## config.mk

```make
export PLATFORM = sky130hd
export DESIGN_NAME = mips_hazard_ctrl
export DESIGN_NICKNAME = d
export VERILOG_FILES = /design/src/rtl/mips_hazard_ctrl.sv
export SDC_FILE = /design/constraint.sdc
export NUM_CORES = 1
export LEC_CHECK = 0
export CELL_PAD_IN_SITES_DETAIL_PLACEMENT = 0
export CELL_PAD_IN_SITES_GLOBAL_PLACEMENT = 1
export CORE_MARGIN = 5
export CORE_UTILIZATION = 34
export CTS_BUF_LIST = sky130_fd_sc_hd__clkbuf_16
export DETAILED_ROUTE_END_ITERATION = 16
export PLACE_DENSITY = 0.87
export SETUP_SLACK_MARGIN = 0.1
export SLEW_MARGIN = 20
export SYNTH_ARGS = -nofsm -noshare
export SYNTH_HDL_FRONTEND = slang
export SYNTH_SLANG_ARGS = --single-unit
export TNS_END_PERCENT = 1
```

## constraint.sdc

```tcl
create_clock -name clk -period 2.3 [get_ports clk]
set_clock_uncertainty 0.15 [all_clocks]
set_input_delay 0.23 -clock clk [delete_from_list [all_inputs] [get_ports clk]]
set_output_delay 0.23 -clock clk [all_outputs]
set_load 0.01 [all_outputs]
```

## src/rtl/mips_hazard_ctrl.sv

```systemverilog
// mips_hazard_ctrl: load-use stall, operand forwarding and flush control for
// the 5-stage MIPS pipeline. It keeps a shadow copy of the EX/MEM/WB stage
// control fields so that it does not depend on the datapath pipeline registers.
// It also maintains saturating stall, flush and retire counters.
module mips_hazard_ctrl #(
    parameter int REG_AW       = 5,
    parameter int BRANCH_STAGE = 2,
    parameter int CNT_W        = 32
) (
    input  logic              clk,
    input  logic              reset,
    input  logic              id_valid,
    input  logic [REG_AW-1:0] id_rs,
    input  logic [REG_AW-1:0] id_rt,
    input  logic              id_use_rs,
    input  logic              id_use_rt,
    input  logic [REG_AW-1:0] id_dst,
    input  logic              id_regwrite,
    input  logic              id_memread,
    input  logic              id_jump,
    input  logic              br_taken,
    output logic              pc_stall,
    output logic              ifid_stall,
    output logic              ifid_flush,
    output logic              idex_bubble,
    output logic              exmem_bubble,
    output logic [1:0]        fwd_a_sel,
    output logic [1:0]        fwd_b_sel,
    output logic [CNT_W-1:0]  stall_cnt,
    output logic [CNT_W-1:0]  flush_cnt,
    output logic [CNT_W-1:0]  retire_cnt
);

    // Only EX and MEM are meaningful resolution points for a branch.
    if (BRANCH_STAGE != 2 && BRANCH_STAGE != 3) begin : g_bad_branch_stage
        $error("mips_hazard_ctrl: BRANCH_STAGE must be 2 (EX) or 3 (MEM)");
    end

    localparam bit               LATE_BRANCH = (BRANCH_STAGE == 3);
    localparam logic [CNT_W-1:0] CNT_ONE     = CNT_W'(1);
    localparam logic [CNT_W-1:0] CNT_MAX     = '1;
    localparam logic [1:0]       SEL_RF      = 2'b00;
    localparam logic [1:0]       SEL_WB      = 2'b01;
    localparam logic [1:0]       SEL_MEM     = 2'b10;

    // Shadow EX stage. It also records the source registers so that forwarding
    // can be decided for the instruction currently in EX.
    logic              ex_valid;
    logic [REG_AW-1:0] ex_dst;
    logic              ex_regwrite;
    logic              ex_memread;
    logic [REG_AW-1:0] ex_rs;
    logic [REG_AW-1:0] ex_rt;
    logic              ex_use_rs;
    logic              ex_use_rt;

    // Shadow MEM and WB stages. The load flag only matters while an
    // instruction is in EX, so it is not carried any further.
    logic              mem_valid;
    logic [REG_AW-1:0] mem_dst;
    logic              mem_regwrite;
    logic              wb_valid;
    logic [REG_AW-1:0] wb_dst;
    logic              wb_regwrite;

    logic mem_eligible;
    logic wb_eligible;
    logic load_use;
    logic branch_flush;
    logic jump_taken;

    assign mem_eligible = mem_valid && mem_regwrite && (mem_dst != '0);
    assign wb_eligible  = wb_valid  && wb_regwrite  && (wb_dst  != '0);

    assign load_use = id_valid && ex_valid && ex_memread && (ex_dst != '0) &&
                      ((id_use_rs && (id_rs == ex_dst)) ||
                       (id_use_rt && (id_rt == ex_dst)));

    assign branch_flush = br_taken && (LATE_BRANCH ? mem_valid : ex_valid);

    // A jump is honoured only when neither a branch flush nor a stall takes
    // priority. A stalled jump is seen again on the next cycle.
    assign jump_taken = id_valid && id_jump && !branch_flush && !load_use;

    // Pipeline control: reset forcing first, then branch > load-use > jump.
    always_comb begin
        pc_stall     = 1'b0;
        ifid_stall   = 1'b0;
        ifid_flush   = 1'b0;
        idex_bubble  = 1'b0;
        exmem_bubble = 1'b0;
        if (!reset) begin
            ifid_flush   = 1'b1;
            idex_bubble  = 1'b1;
            exmem_bubble = LATE_BRANCH;
        end else if (branch_flush) begin
            ifid_flush   = 1'b1;
            idex_bubble  = 1'b1;
            exmem_bubble = LATE_BRANCH;
        end else if (load_use) begin
            pc_stall     = 1'b1;
            ifid_stall   = 1'b1;
            idex_bubble  = 1'b1;
        end else if (jump_taken) begin
            ifid_flush   = 1'b1;
        end
    end

    // Operand forwarding for the EX instruction. The younger MEM result wins over WB.
    always_comb begin
        fwd_a_sel = SEL_RF;
        fwd_b_sel = SEL_RF;
        if (reset && ex_valid) begin
            if (ex_use_rs && mem_eligible && (mem_dst == ex_rs)) begin
                fwd_a_sel = SEL_MEM;
            end else if (ex_use_rs && wb_eligible && (wb_dst == ex_rs)) begin
                fwd_a_sel = SEL_WB;
            end
            if (ex_use_rt && mem_eligible && (mem_dst == ex_rt)) begin
                fwd_b_sel = SEL_MEM;
            end else if (ex_use_rt && wb_eligible && (wb_dst == ex_rt)) begin
                fwd_b_sel = SEL_WB;
            end
        end
    end

    // Shadow pipeline advance every clock; bubbles invalidate the receiving stage.
    always_ff @(posedge clk) begin
        if (!reset) begin
            ex_valid     <= 1'b0;
            ex_dst       <= '0;
            ex_regwrite  <= 1'b0;
            ex_memread   <= 1'b0;
            ex_rs        <= '0;
            ex_rt        <= '0;
            ex_use_rs    <= 1'b0;
            ex_use_rt    <= 1'b0;
            mem_valid    <= 1'b0;
            mem_dst      <= '0;
            mem_regwrite <= 1'b0;
            wb_valid     <= 1'b0;
            wb_dst       <= '0;
            wb_regwrite  <= 1'b0;
        end else begin
            ex_valid     <= id_valid && !idex_bubble;
            ex_dst       <= id_dst;
            ex_regwrite  <= id_regwrite;
            ex_memread   <= id_memread;
            ex_rs        <= id_rs;
            ex_rt        <= id_rt;
            ex_use_rs    <= id_use_rs;
            ex_use_rt    <= id_use_rt;
            mem_valid    <= ex_valid && !exmem_bubble;
            mem_dst      <= ex_dst;
            mem_regwrite <= ex_regwrite;
            wb_valid     <= mem_valid;
            wb_dst       <= mem_dst;
            wb_regwrite  <= mem_regwrite;
        end
    end

    // Saturating performance counters. Each counter holds at all-ones instead of wrapping.
    always_ff @(posedge clk) begin
        if (!reset) begin
            stall_cnt  <= '0;
            flush_cnt  <= '0;
            retire_cnt <= '0;
        end else begin
            if (load_use && !branch_flush && (stall_cnt != CNT_MAX)) begin
                stall_cnt <= stall_cnt + CNT_ONE;
            end
            if ((branch_flush || jump_taken) && (flush_cnt != CNT_MAX)) begin
                flush_cnt <= flush_cnt + CNT_ONE;
            end
            if (wb_valid && (retire_cnt != CNT_MAX)) begin
                retire_cnt <= retire_cnt + CNT_ONE;
            end
        end
    end

endmodule
```

==> impl_results.html <==
<table>
<tr><th>Metric</th><th>Value</th></tr>
<tr><th colspan="2">Place</th></tr>
<tr><td>Setup WS pre-CTS</td><td>-0.500 ns</td></tr>
<tr><td>Routability Congestion</td><td>0.794</td></tr>
<tr><td>Detailed-placement wirelength estimate</td><td>roughly 12 mm</td></tr>
<tr><td>Number of port buffers</td><td>127</td></tr>
<tr><td>DP Area</td><td>0.00824 mm²</td></tr>
<tr><th colspan="2">Clock tree</th></tr>
<tr><td>H-Tree Depth</td><td>4</td></tr>
<tr><td>Clock-pin transition on the worst setup and hold timing paths</td><td>0.06 ns</td></tr>
<tr><td>Inserted Clock Buffers</td><td>17</td></tr>
<tr><td>Cell at the root of the clock tree</td><td>sky130_fd_sc_hd__clkbuf_16</td></tr>
<tr><td>Deepest clock path buffer count</td><td>2</td></tr>
<tr><td>Clock tree from TritonCTS</td><td>yes</td></tr>
<tr><td>Latest clock arrival within the worst-skew pair</td><td>0.42 ns</td></tr>
<tr><td>TritonCTS Sinks</td><td>130</td></tr>
<tr><th colspan="2">Drt</th></tr>
<tr><td>Count of routing violations after the opening detailed-route iteration</td><td>between 200 and 300</td></tr>
<tr><td>Drt via density</td><td>around 5.0</td></tr>
<tr><td>Detail-routed net length per standard cell</td><td>approximately 15 µm</td></tr>
<tr><td>DRC</td><td>0</td></tr>
<tr><td>Detailed-router iteration count before antenna repair</td><td>5</td></tr>
<tr><td>Number of nets with antenna violations after detailed routing</td><td>0</td></tr>
<tr><td>Routed via count</td><td>5819</td></tr>
<tr><td>WL final</td><td>17.5 mm</td></tr>
<tr><th colspan="2">Setup path</th></tr>
<tr><td>Start-to-end type of the worst setup path</td><td>flop to flop</td></tr>
<tr><td>Cell type of the slowest stage on the worst timing path</td><td>sky130_fd_sc_hd__dfxtp_4</td></tr>
<tr><td>Critical-path cell list</td><td>buf_4 -&gt; xor2_1 -&gt; nor4_2 -&gt; and3_4 -&gt; buf_4 -&gt; buf_6 -&gt; o21ai_4 -&gt; buf_6 -&gt; buf_12 -&gt; nand3_4 -&gt; or3_1 -&gt; a21oi_1</td></tr>
<tr><td>Critical Path Start Type</td><td>flop</td></tr>
<tr><td>Highest cell delay on the worst timing path</td><td>0.36 ns</td></tr>
<tr><td>Signal arrival time at the worst endpoint</td><td>between 2 and 3 ns</td></tr>
<tr><td>Register-to-register path setup slack</td><td>-0.22 ns</td></tr>
<tr><td>Kind of cell with the highest combined delay on the critical path</td><td>simple AND/OR/NAND/NOR gates</td></tr>
<tr><td>Crit path buffers/inverters</td><td>5</td></tr>
<tr><td>Largest fanout of any net on the critical path</td><td>9</td></tr>
<tr><td>Data required time of the critical path</td><td>2.50 ns</td></tr>
<tr><td>CP endpoint kind</td><td>flop</td></tr>
<tr><td>Launch instance of the worst register-to-register path</td><td>ex_dst[2]</td></tr>
<tr><td>Crit path from</td><td>ex_dst[2]</td></tr>
<tr><th colspan="2">Cells and area</th></tr>
<tr><td>Final layout net count</td><td>957</td></tr>
<tr><td>Diode insertion count for antenna repair</td><td>0</td></tr>
<tr><td>Final Cell Area</td><td>0.00943 mm²</td></tr>
<tr><td># fillers</td><td>1609</td></tr>
<tr><td>Ratio of cells with drive above 1 in the final layout</td><td>0.238</td></tr>
<tr><td>Area of combinational cells with multiple inputs</td><td>0.00375 mm²</td></tr>
<tr><td>Relative area change from synthesis to final layout</td><td>55.0%</td></tr>
<tr><td>Area occupied by registers</td><td>roughly 0.0026 mm²</td></tr>
<tr><th colspan="2">Pwr</th></tr>
<tr><td>Combinational fraction of design power</td><td>0.053</td></tr>
<tr><td>Proportion of power drawn by flip-flops and latches</td><td>0.422</td></tr>
<tr><td>Worst ir drop on vdd</td><td>0.503 mV</td></tr>
<tr><td>PnR Total Power</td><td>around 5.5 mW</td></tr>
<tr><td>P per Cell Area</td><td>581 mW/mm²</td></tr>
<tr><td>Int Power</td><td>4.17 mW</td></tr>
<tr><td>Leakage Power</td><td>roughly 3.5 nW</td></tr>
<tr><td>Switching power of the nets</td><td>1.31 mW</td></tr>
<tr><td>Clock share of power</td><td>0.525</td></tr>
<tr><td>Proportion of total power due to net switching</td><td>0.238</td></tr>
<tr><th colspan="2">Logic synthesis</th></tr>
<tr><td>Number of enable-type register cells in the synthesized netlist</td><td>0</td></tr>
<tr><td>Number of instances in the synthesized netlist</td><td>708</td></tr>
<tr><td>Count of cell types in the netlist</td><td>53</td></tr>
<tr><td>Sequential element share of the synthesized area</td><td>0.428</td></tr>
<tr><td>Post-synthesis instance area</td><td>0.00608 mm²</td></tr>
<tr><td>Synth Warn #</td><td>0</td></tr>
<tr><td>Flip-flop and latch count after synthesis</td><td>130</td></tr>
<tr><td>Primary flip-flop cell chosen by synthesis mapping</td><td>sky130_fd_sc_hd__dfxtp_1</td></tr>
<tr><td>Post-synthesis area per instance</td><td>8.59 µm²</td></tr>
<tr><td>Share of synthesized registers carrying an async set or reset</td><td>0</td></tr>
<tr><td>Post-synth net total</td><td>735</td></tr>
<tr><th colspan="2">Floorplan</th></tr>
<tr><td>Initial Utilization</td><td>0.342</td></tr>
<tr><td>Number of rows in the core area</td><td>just under 50</td></tr>
<tr><td>Area of the core region</td><td>0.0178 mm²</td></tr>
<tr><td>Total Die Area</td><td>0.0207 mm²</td></tr>
<tr><td>Count of boundary I/O pins</td><td>129</td></tr>
<tr><td>Horizontal die dimension</td><td>144 µm</td></tr>
<tr><td>Die height</td><td>144 µm</td></tr>
<tr><th colspan="2">Global routing</th></tr>
<tr><td>Initial antenna violation count</td><td>0</td></tr>
<tr><td>Vias in the first global route</td><td>approximately 5700</td></tr>
<tr><td>Most Crowded Layer GR</td><td>met2</td></tr>
<tr><td>Global Route Usage Sum</td><td>0.171</td></tr>
<tr><td>Met1 track demand over resource</td><td>0.221</td></tr>
<tr><td>Global-route track usage on met3</td><td>0.0359</td></tr>
<tr><td>Wire length of the first global-routing pass</td><td>28.4 mm</td></tr>
<tr><td>Routing usage on met2</td><td>0.284</td></tr>
<tr><td>Total global routing overflow</td><td>0</td></tr>
<tr><td>Pin count of the biggest net entering global routing</td><td>60</td></tr>
<tr><th colspan="2">STA</th></tr>
<tr><td>Count of pins over their slew limit</td><td>0</td></tr>
<tr><td>Maximum clock frequency</td><td>0.398 GHz</td></tr>
<tr><td>Transition time at the pin with the least slew margin</td><td>0.623 ns</td></tr>
<tr><td>Worst slew margin relative to its limit</td><td>0.581</td></tr>
<tr><td>Setup violation total in the final timing report</td><td>59</td></tr>
<tr><td>Final hold slack</td><td>0.0440 ns</td></tr>
<tr><td>Minimum clock period after layout</td><td>roughly 2.5 ns</td></tr>
<tr><td>Final worst-path cycle share</td><td>1.09</td></tr>
<tr><td>Crit path setup slack, layout</td><td>-0.215 ns</td></tr>
<tr><td>Count of final hold-check violations</td><td>0</td></tr>
<tr><td>Setup repair after global routing missed its margin</td><td>yes</td></tr>
<tr><th colspan="2">Worst hold path</th></tr>
<tr><td>Critical hold path startpoint</td><td>reset</td></tr>
<tr><td>Tightest Hold Check Type</td><td>input port to flop</td></tr>
<tr><th colspan="2">Status</th></tr>
<tr><td>Failing checks</td><td>negative setup slack</td></tr>
<tr><td>Status</td><td>finished with violations</td></tr>
<tr><th colspan="2">Job</th></tr>
<tr><td>Max Cap Violations</td><td>0</td></tr>
</table>
[repair_timing]
| action | in CTS | in global routing |
|---|---|---|
| hold buffers | 0 | 0 |
| setup endpoints to repair | 74 | 88 |
| setup buffers | 9 | 3 |
| gates cloned | 0 | 1 |
| resized for setup | 72 | 60 |
| pin swaps | 19 | 40 |
[worst register-to-register path: stages (launching register included)]
cell and delay [ns]:
sky130_fd_sc_hd__dfxtp_4 0.36, sky130_fd_sc_hd__buf_4 0.13, sky130_fd_sc_hd__xor2_1 0.24, sky130_fd_sc_hd__nor4_2 0.06, sky130_fd_sc_hd__and3_4 0.19, sky130_fd_sc_hd__buf_4 0.13
sky130_fd_sc_hd__buf_6 0.11, sky130_fd_sc_hd__o21ai_4 0.21, sky130_fd_sc_hd__buf_6 0.14, sky130_fd_sc_hd__buf_12 0.14, sky130_fd_sc_hd__nand3_4 0.12, sky130_fd_sc_hd__or3_1 0.35
sky130_fd_sc_hd__a21oi_1 0.14
[state kept, by name, summed over array words and instances (netlist names)]
register,flops
flush_cnt,32
retire_cnt,32
stall_cnt,32
ex_dst,5
ex_rs,5
ex_rt,5
mem_dst,5
wb_dst,5
ex_memread,1
ex_regwrite,1
ex_use_rs,1
ex_use_rt,1
ex_valid,1
mem_regwrite,1
mem_valid,1
wb_regwrite,1
wb_valid,1
[cell families after synthesis]
group | after synthesis | share of synthesized area
mux | 15 | 0.0247
fa+ha+maj | 3 | 0.00617
other cells | 1 | 0.000617
flops | 130 | 0.428
xor+xnor | 82 | 0.118
buf+inv | 40 | 0.0296
simple gates | 372 | 0.323
compound gates | 65 | 0.0695
[stage by stage]
stage / TNS, ns / utilization / cells
after global routing: -11.77 / 0.530 / 1172
after global placement: -20.60 / 0.464 / 1128
after detailed placement: -22.38 / 0.464 / 1128
final: -5.98 / 0.530 / 1172
after floorplan: 0 / - / 708
after CTS: -6.59 / 0.513 / 1169
[power by group through the flow]
stage	Combinational (mW)	Clock (mW)	Sequential, mW
after global placement	0.254	0	2.36
final	0.291	2.88	2.31
after detailed placement	0.258	0	2.36
after floorplan	0.132	0	2.36
after global routing	0.317	3.03	2.31
after CTS	0.273	2.92	2.31
[cell type report]
cell class | count | share of cell area
clock buffer | 17 | 0.0451
inverter | 14 | 0.00557
timing repair buffer | 229 | 0.223
multi-input combinational | 538 | 0.397
clock inverter | 15 | 0.0210
sequential | 130 | 0.278
tap | 229 | 0.0304
[routing by layer]
layer  wire length, µm  vias to the layer above
li1                  -                     2927
met1              7850                     2758
met2              8610                      114
met3               771                       20
met4               246                        0
met5                 0                        -
[cell usage after synthesis (14+ instances only)]
cell type / instances / area share
sky130_fd_sc_hd__or3_1: 14 / 0.014
sky130_fd_sc_hd__dfxtp_1: 130 / 0.43
sky130_fd_sc_hd__and2_1: 41 / 0.042
sky130_fd_sc_hd__xor2_1: 32 / 0.046
sky130_fd_sc_hd__nand4_1: 33 / 0.034
sky130_fd_sc_hd__mux2i_1: 15 / 0.025
sky130_fd_sc_hd__a21oi_1: 21 / 0.017
sky130_fd_sc_hd__clkbuf_1: 18 / 0.011
sky130_fd_sc_hd__and3_1: 14 / 0.014
sky130_fd_sc_hd__o21ai_0: 17 / 0.014
sky130_fd_sc_hd__nand2b_1: 17 / 0.017
sky130_fd_sc_hd__nand2_1: 64 / 0.039
sky130_fd_sc_hd__nor3_1: 28 / 0.023
sky130_fd_sc_hd__nor2_1: 75 / 0.046
sky130_fd_sc_hd__nand3_1: 39 / 0.032
sky130_fd_sc_hd__xnor2_1: 50 / 0.072
[layout by cell type, fill, tap and decap left out, types with 7 or more instances in the layout]
cell                                n
sky130_fd_sc_hd__dfxtp_1          120
sky130_fd_sc_hd__clkdlybuf4s50_1  118
sky130_fd_sc_hd__buf_4             89
sky130_fd_sc_hd__nor2_1            72
sky130_fd_sc_hd__nand2_1           64
sky130_fd_sc_hd__xnor2_1           48
sky130_fd_sc_hd__and2_1            40
sky130_fd_sc_hd__nand3_1           36
sky130_fd_sc_hd__nand4_1           33
sky130_fd_sc_hd__xor2_1            31
sky130_fd_sc_hd__a21oi_1           18
sky130_fd_sc_hd__clkbuf_16         18
sky130_fd_sc_hd__o21ai_0           17
sky130_fd_sc_hd__nand2b_1          17
sky130_fd_sc_hd__mux2i_1           15
sky130_fd_sc_hd__inv_1             13
sky130_fd_sc_hd__or3_1             13
sky130_fd_sc_hd__nor3_4            13
sky130_fd_sc_hd__and3_1            12
sky130_fd_sc_hd__and4_1            11
sky130_fd_sc_hd__buf_6             10
sky130_fd_sc_hd__dfxtp_2            9
sky130_fd_sc_hd__nor3_2             8
sky130_fd_sc_hd__or4_1              8
sky130_fd_sc_hd__nor3_1             7
sky130_fd_sc_hd__nor4_2             7
[path summary, 6_finish.rpt]
check	to	cells after the start
max reg2reg	flush_cnt[28]	12
min	mem_valid	2
min reg2reg	mem_regwrite	1
max	flush_cnt[28]	12
Power figures use the tool's default switching activity.
==> RTL change 1: new RTL, config.mk and constraints unchanged <==
Put one more register stage on the output `flush_cnt`, without a reset. The value now appears one clock later. The other outputs are not delayed to match.
--- a/src/rtl/mips_hazard_ctrl.sv
+++ b/src/rtl/mips_hazard_ctrl.sv
@@ -32,2 +32,4 @@
 );
+
+    logic [CNT_W-1:0] flush_cnt_s0;
 
@@ -165,3 +167,3 @@
             stall_cnt  <= '0;
-            flush_cnt  <= '0;
+            flush_cnt_s0 <= '0;
             retire_cnt <= '0;
@@ -171,4 +173,4 @@
             end
-            if ((branch_flush || jump_taken) && (flush_cnt != CNT_MAX)) begin
-                flush_cnt <= flush_cnt + CNT_ONE;
+            if ((branch_flush || jump_taken) && (flush_cnt_s0 != CNT_MAX)) begin
+                flush_cnt_s0 <= flush_cnt_s0 + CNT_ONE;
             end
@@ -180,2 +182,6 @@
 
+    always_ff @(posedge clk) begin
+        flush_cnt <= flush_cnt_s0;
+    end
+
 endmodule
Check against the original RTL: not equivalent (a bounded check fails within 4 cycles, from zero or initial values and one cycle with reset low).
==> RTL change 1 against the unedited design <==
The flow still finishes with violations (negative setup slack). Total power grew 9.9%. Setup slack improved by 62 ps. Critical endpoint is now fwd_b_sel[1]. Synthesized cell count up 3.5%. Via count fell by 1.2%. Cell area up 3.1%. Sequential cell count grew 32. Area after synthesis grew 12%. Sequential share of layout area grew 5.9 points. Hold slack better by 170 ps. Register-to-register slack better by 320 ps. Sequential power is 24% higher. Wire length down 2.8%.
==> RTL change 1: results (changes against the unedited design) <==
Place WS -277 ps (+223 ps); Yosys cell types 55 (+3.8%); failing checks negative setup slack; met2 wire len 8380 µm (-2.6%); first-pass GRT wire length 27700 µm (-2.2%); clock share of power 47.8% (-4.7 points); Worst Setup EP fwd_b_sel[1]; met2 Use GR 25.2% (-3.2 points); leading post-synthesis cells by cell area dfxtp_1, xnor2_1, nor2_1, xor2_1, and2_1; worst reg-to-reg setup slack 100 ps (+320 ps); critical path launch point mem_dst[1]; NetSw 0.00140 W (+7.1%); fill cell count 1850 (+15%); Total Routing Usage GR 15.1% (-2.0 points); Metal-1 WL 7500 µm (-4.4%); Post-DP HPWL 12300 µm (-1.1%); placed cell area 8800 µm² (+6.8%); n_diodes 0 (unchanged); H-tree lvl count 4 (unchanged); final net count 949 (-0.84%); post-route setup slack -153 ps (+62.3 ps); P_leak 3.47 nW (-2.2%); Critical R2R Launch ex_dst[1]; WL/cell 14.1 µm (-5.1%); logic gate share of total power 4.5% (-0.8 points); Worst R2R End flush_cnt_s0[23]; Avg Vias per Cell 4.79 (-3.5%); FF-to-FF path depth 9 (-3); Slowest-stage cell, CP or4_4; Synthesized Nets 760 (+3.4%); Met3 Wirelength 894 µm (+16%); Final setup viols 5 (-92%); Pre-Repair DR Iteration Count 4 (-1); clock tree buffer depth 2 (unchanged); average size of a mapped cell 9.26 µm² (+7.7%); layout cells sized above 1 19.4% (-4.4 points); Worst path max stage delay 520 ps (+160 ps); setup TNS -374 ps (+5600 ps); status finished with violations; initial drt markers 176 (-41%); synth cell count leaders dfxtp_1, nor2_1, xnor2_1; routing usage on met3 4.43% (+0.83 points); Pwr Total 0.00602 W (+9.9%); met1 Use GR 18.9% (-3.2 points); vias in the first global route 5635 (-0.27%); Final Instance Count excl. Fillers 1200 (+2.4%); peak supply drop 0.477 mV (-5.0%); sequential fraction of the synthesis area 47.8% (+5.0 points); largest net degree at the start of global routing 56 (-6.7%); routability congestion estimate 0.825 (+3.9%)
-- RTL change 1: cell types whose count changed in the layout (fill, tap and decap cells not counted), moves of 5 or more --
cell	before	now
buf_4	89	59
dfxtp_1	120	148
nor2_1	72	88
nor3_1	7	19
xnor2_1	48	60
nor3_4	13	3
nand2b_1	17	8
inv_1	13	5
o21ai_0	17	9
mux2i_1	15	9
nor4_2	7	2
-- RTL change 1: kinds of logic after synthesis --
group / count (synthesis) / share of synthesized area, %
other: 1 / 0.0553
buffers and inverters: 32 / 2.19
muxes: 9 / 1.33
xor gates and xnor gates: 97 / 12.5
and+or+nand+nor: 381 / 30.9
AOI/OAI and AO/OA: 48 / 4.63
DFF: 162 / 47.8
adders and majority gates: 3 / 0.553
-- RTL change 1: timing repair --
action                                  CTS  global route
endpoints found under the hold margin     1             0
endpoints found under the setup margin   44            72
gates cloned                              0             0
pin swaps                                 7            23
buffers inserted                          2             0
hold buffers                              1             0
resized for setup                        48            48
-- RTL change 1: how the worst min path moves through the flow --
stage / end / cells after the start / from / slack, ps
2_1_floorplan: ex_valid / 2 / id_valid / 190
3_3_place_gp: flush_cnt[10] / 0 / flush_cnt_s0[10] / 220
3_5_place_dp: flush_cnt[10] / 0 / flush_cnt_s0[10] / 220
4_1_cts: retire_cnt[16] / 4 / reset / 200
5_1_grt: ex_dst[1] / 2 / id_dst[1] / 220
6_report: retire_cnt[16] / 4 / reset / 210
-- RTL change 1: cell type report --
type,instances,area [µm²],area share [%]
Multi-Input combinational cell,539,3630,37.3
Sequential cell,162,3270,33.7
Timing Repair Buffer,197,1860,19.1
Clock buffer,17,425,4.38
Tap cell,265,332,3.41
Clock inverter,15,179,1.84
Inverter,5,18.8,0.193
==> RTL change 2: new RTL, same flow settings <==
Made on the original files. Change the parameter `REG_AW` from 5 to 4.
--- a/src/rtl/mips_hazard_ctrl.sv
+++ b/src/rtl/mips_hazard_ctrl.sv
@@ -5,3 +5,3 @@
 module mips_hazard_ctrl #(
-    parameter int REG_AW       = 5,
+    parameter int REG_AW       = 4,
     parameter int BRANCH_STAGE = 2,
Ports: changed (resized id_dst, id_rs and id_rt); port bits go from 129 to 126. The function was not compared with the original's and may differ.
==> RTL change 2 against the unedited design <==
The run still ends with negative setup slack left. Sequential cell count down 5. Clock power is 8.0% lower. Setup slack better by 99 ps. Wire length is 5.6% higher. Largest cell class unchanged. Synthesized cell count increased by 2.0%. Cell area fell by 2.5%. Area after synthesis is 1.5% higher. Total power down 6.1%.
==> RTL change 2: results (changes against the unedited design) <==
failing checks negative setup slack; Place WS -525 ps (-25.1 ps); startpoint types flop; Crit path arrival time 2610 ps (-110 ps); Synth Area in Compound Gates 13.8% (+6.8 points); met1 Use GR 22.6% (+0.57 points); drt total wl 18500 µm (+5.6%); final net count 955 (-0.21%); Final Instance Count excl. Fillers 1173 (+0.085%); Post-Synth XOR/XNOR Area 6.95% (-4.9 points); Yosys cell types 48 (-9.4%); status finished with violations; Worst path max stage delay 500 ps (+140 ps); FF-to-FF path depth 9 (-3); crit path max fanout 11 (+2); routability congestion estimate 0.819 (+3.1%); placed cell area 8330 µm² (+1.0%); Avg Vias per Cell 5.36 (+7.9%); largest net degree at the start of global routing 47 (-22%); routing usage on met3 4.60% (+1.0 points); P_leak 3.19 nW (-9.9%); Post-DP HPWL 13100 µm (+5.7%); post-route setup slack -117 ps (+98.5 ps); initial drt markers 326 (+9.4%); Worst Setup EP stall_cnt[12]; IO buf count 124 (-2.4%); Inst Count DP 1135 (+0.62%); sequential fraction of the synthesis area 40.5% (-2.2 points); Total Routing Usage GR 17.7% (+0.61 points); Synthesized Nets 746 (+1.5%); slew margin rel. 65.0% (+6.9 points); leading post-synthesis cells by cell area dfxtp_1, xnor2_1, or4_1, and2_1, nand4_1; layout cells sized above 1 19.8% (-3.9 points); Critical R2R Launch ex_dst[3]; synth cell count leaders dfxtp_1, nand2_1, a21oi_1; Final setup viols 21 (-64%); Slowest-stage cell, CP or4_1; NetSw 0.00115 W (-12%); post-synthesis mux area share 1.95% (-0.52 points); cell count after synthesis 722 (+2.0%)
[RTL change 2: cell count changes after synthesis, moves of 5 or more]
cell / change
xor2_1: -14
a21oi_1: +22
o31ai_1: +24
or4_1: +23
buf_2: +8
o311ai_0: +10
o41ai_1: +8
clkbuf_1: +11
nand2_1: -7
nor2_1: -38
dfxtp_1: -5
nor3_1: -9
xnor2_1: -19
[RTL change 2: power by group through the flow]
stage / logic (W) / clock network [W] / registers (W)
after floorplan: 0.000135 / 0 / 0.00226
after CTS: 0.000274 / 0.00273 / 0.00221
after detailed placement: 0.000257 / 0 / 0.00226
after global routing: 0.000299 / 0.00283 / 0.00222
final: 0.000275 / 0.00265 / 0.00221
after global placement: 0.000254 / 0 / 0.00226
[RTL change 2: per-layer routing]
| layer | part of all wire, % | wire length [µm] |
|---|---|---|
| met5 | 0 | 0 |
| met4 | 2.0 | 374 |
| met3 | 4.8 | 885 |
| met2 | 48 | 8890 |
| met1 | 45 | 8300 |
[RTL change 2: worst min path at each step]
| stage | from | endpoint | slack (ps) | depth (start not counted) |
|---|---|---|---|---|
| finish | id_dst[2] | ex_dst[2] | 240 | 2 |
| global placement | ex_regwrite | mem_regwrite | 270 | 1 |
| floorplan | id_valid | ex_valid | 190 | 2 |
| detailed placement | ex_regwrite | mem_regwrite | 280 | 1 |
| CTS | id_dst[2] | ex_dst[2] | 210 | 2 |
| global route | id_dst[2] | ex_dst[2] | 230 | 2 |
[RTL change 2: repair_timing]
item                                    4_1_cts  5_1_grt
pin swaps                                    15       11
endpoints found under the setup margin       65       75
endpoints found under the hold margin         1        0
hold buffers                                  1        0
resized for setup                            73       16
setup buffers                                 5        0
[RTL change 2: cell type report]
type	count	area, µm²
fillers	1676	8710
repair buffers	234	2100
well taps	229	287
clock inverters	15	156
clock buffers	17	425
inverters	14	52.6
multi-input cells	539	3660
flip-flops and latches	125	2510
[RTL change 2: through the flow]
| step | utilization (%) | setup TNS, ps |
|---|---|---|
| 3_3_place_gp | 46.5 | -20830 |
| 4_1_cts | 50.9 | -1970 |
| 2_1_floorplan | - | 0 |
| 5_1_grt | 51.3 | -4830 |
| 6_report | 51.3 | -1400 |
| 3_5_place_dp | 46.5 | -22800 |
[RTL change 2: logic make-up (layout without fill, tap and decap cells)]
logic type / after synthesis / after routing
simple gates: 348 / 348
mux: 12 / 12
buf+inv: 58 / 280
flops: 125 / 125
other cells: 1 / 1
compound gates: 126 / 126
fa+ha+maj: 3 / 3
xor+xnor: 49 / 49
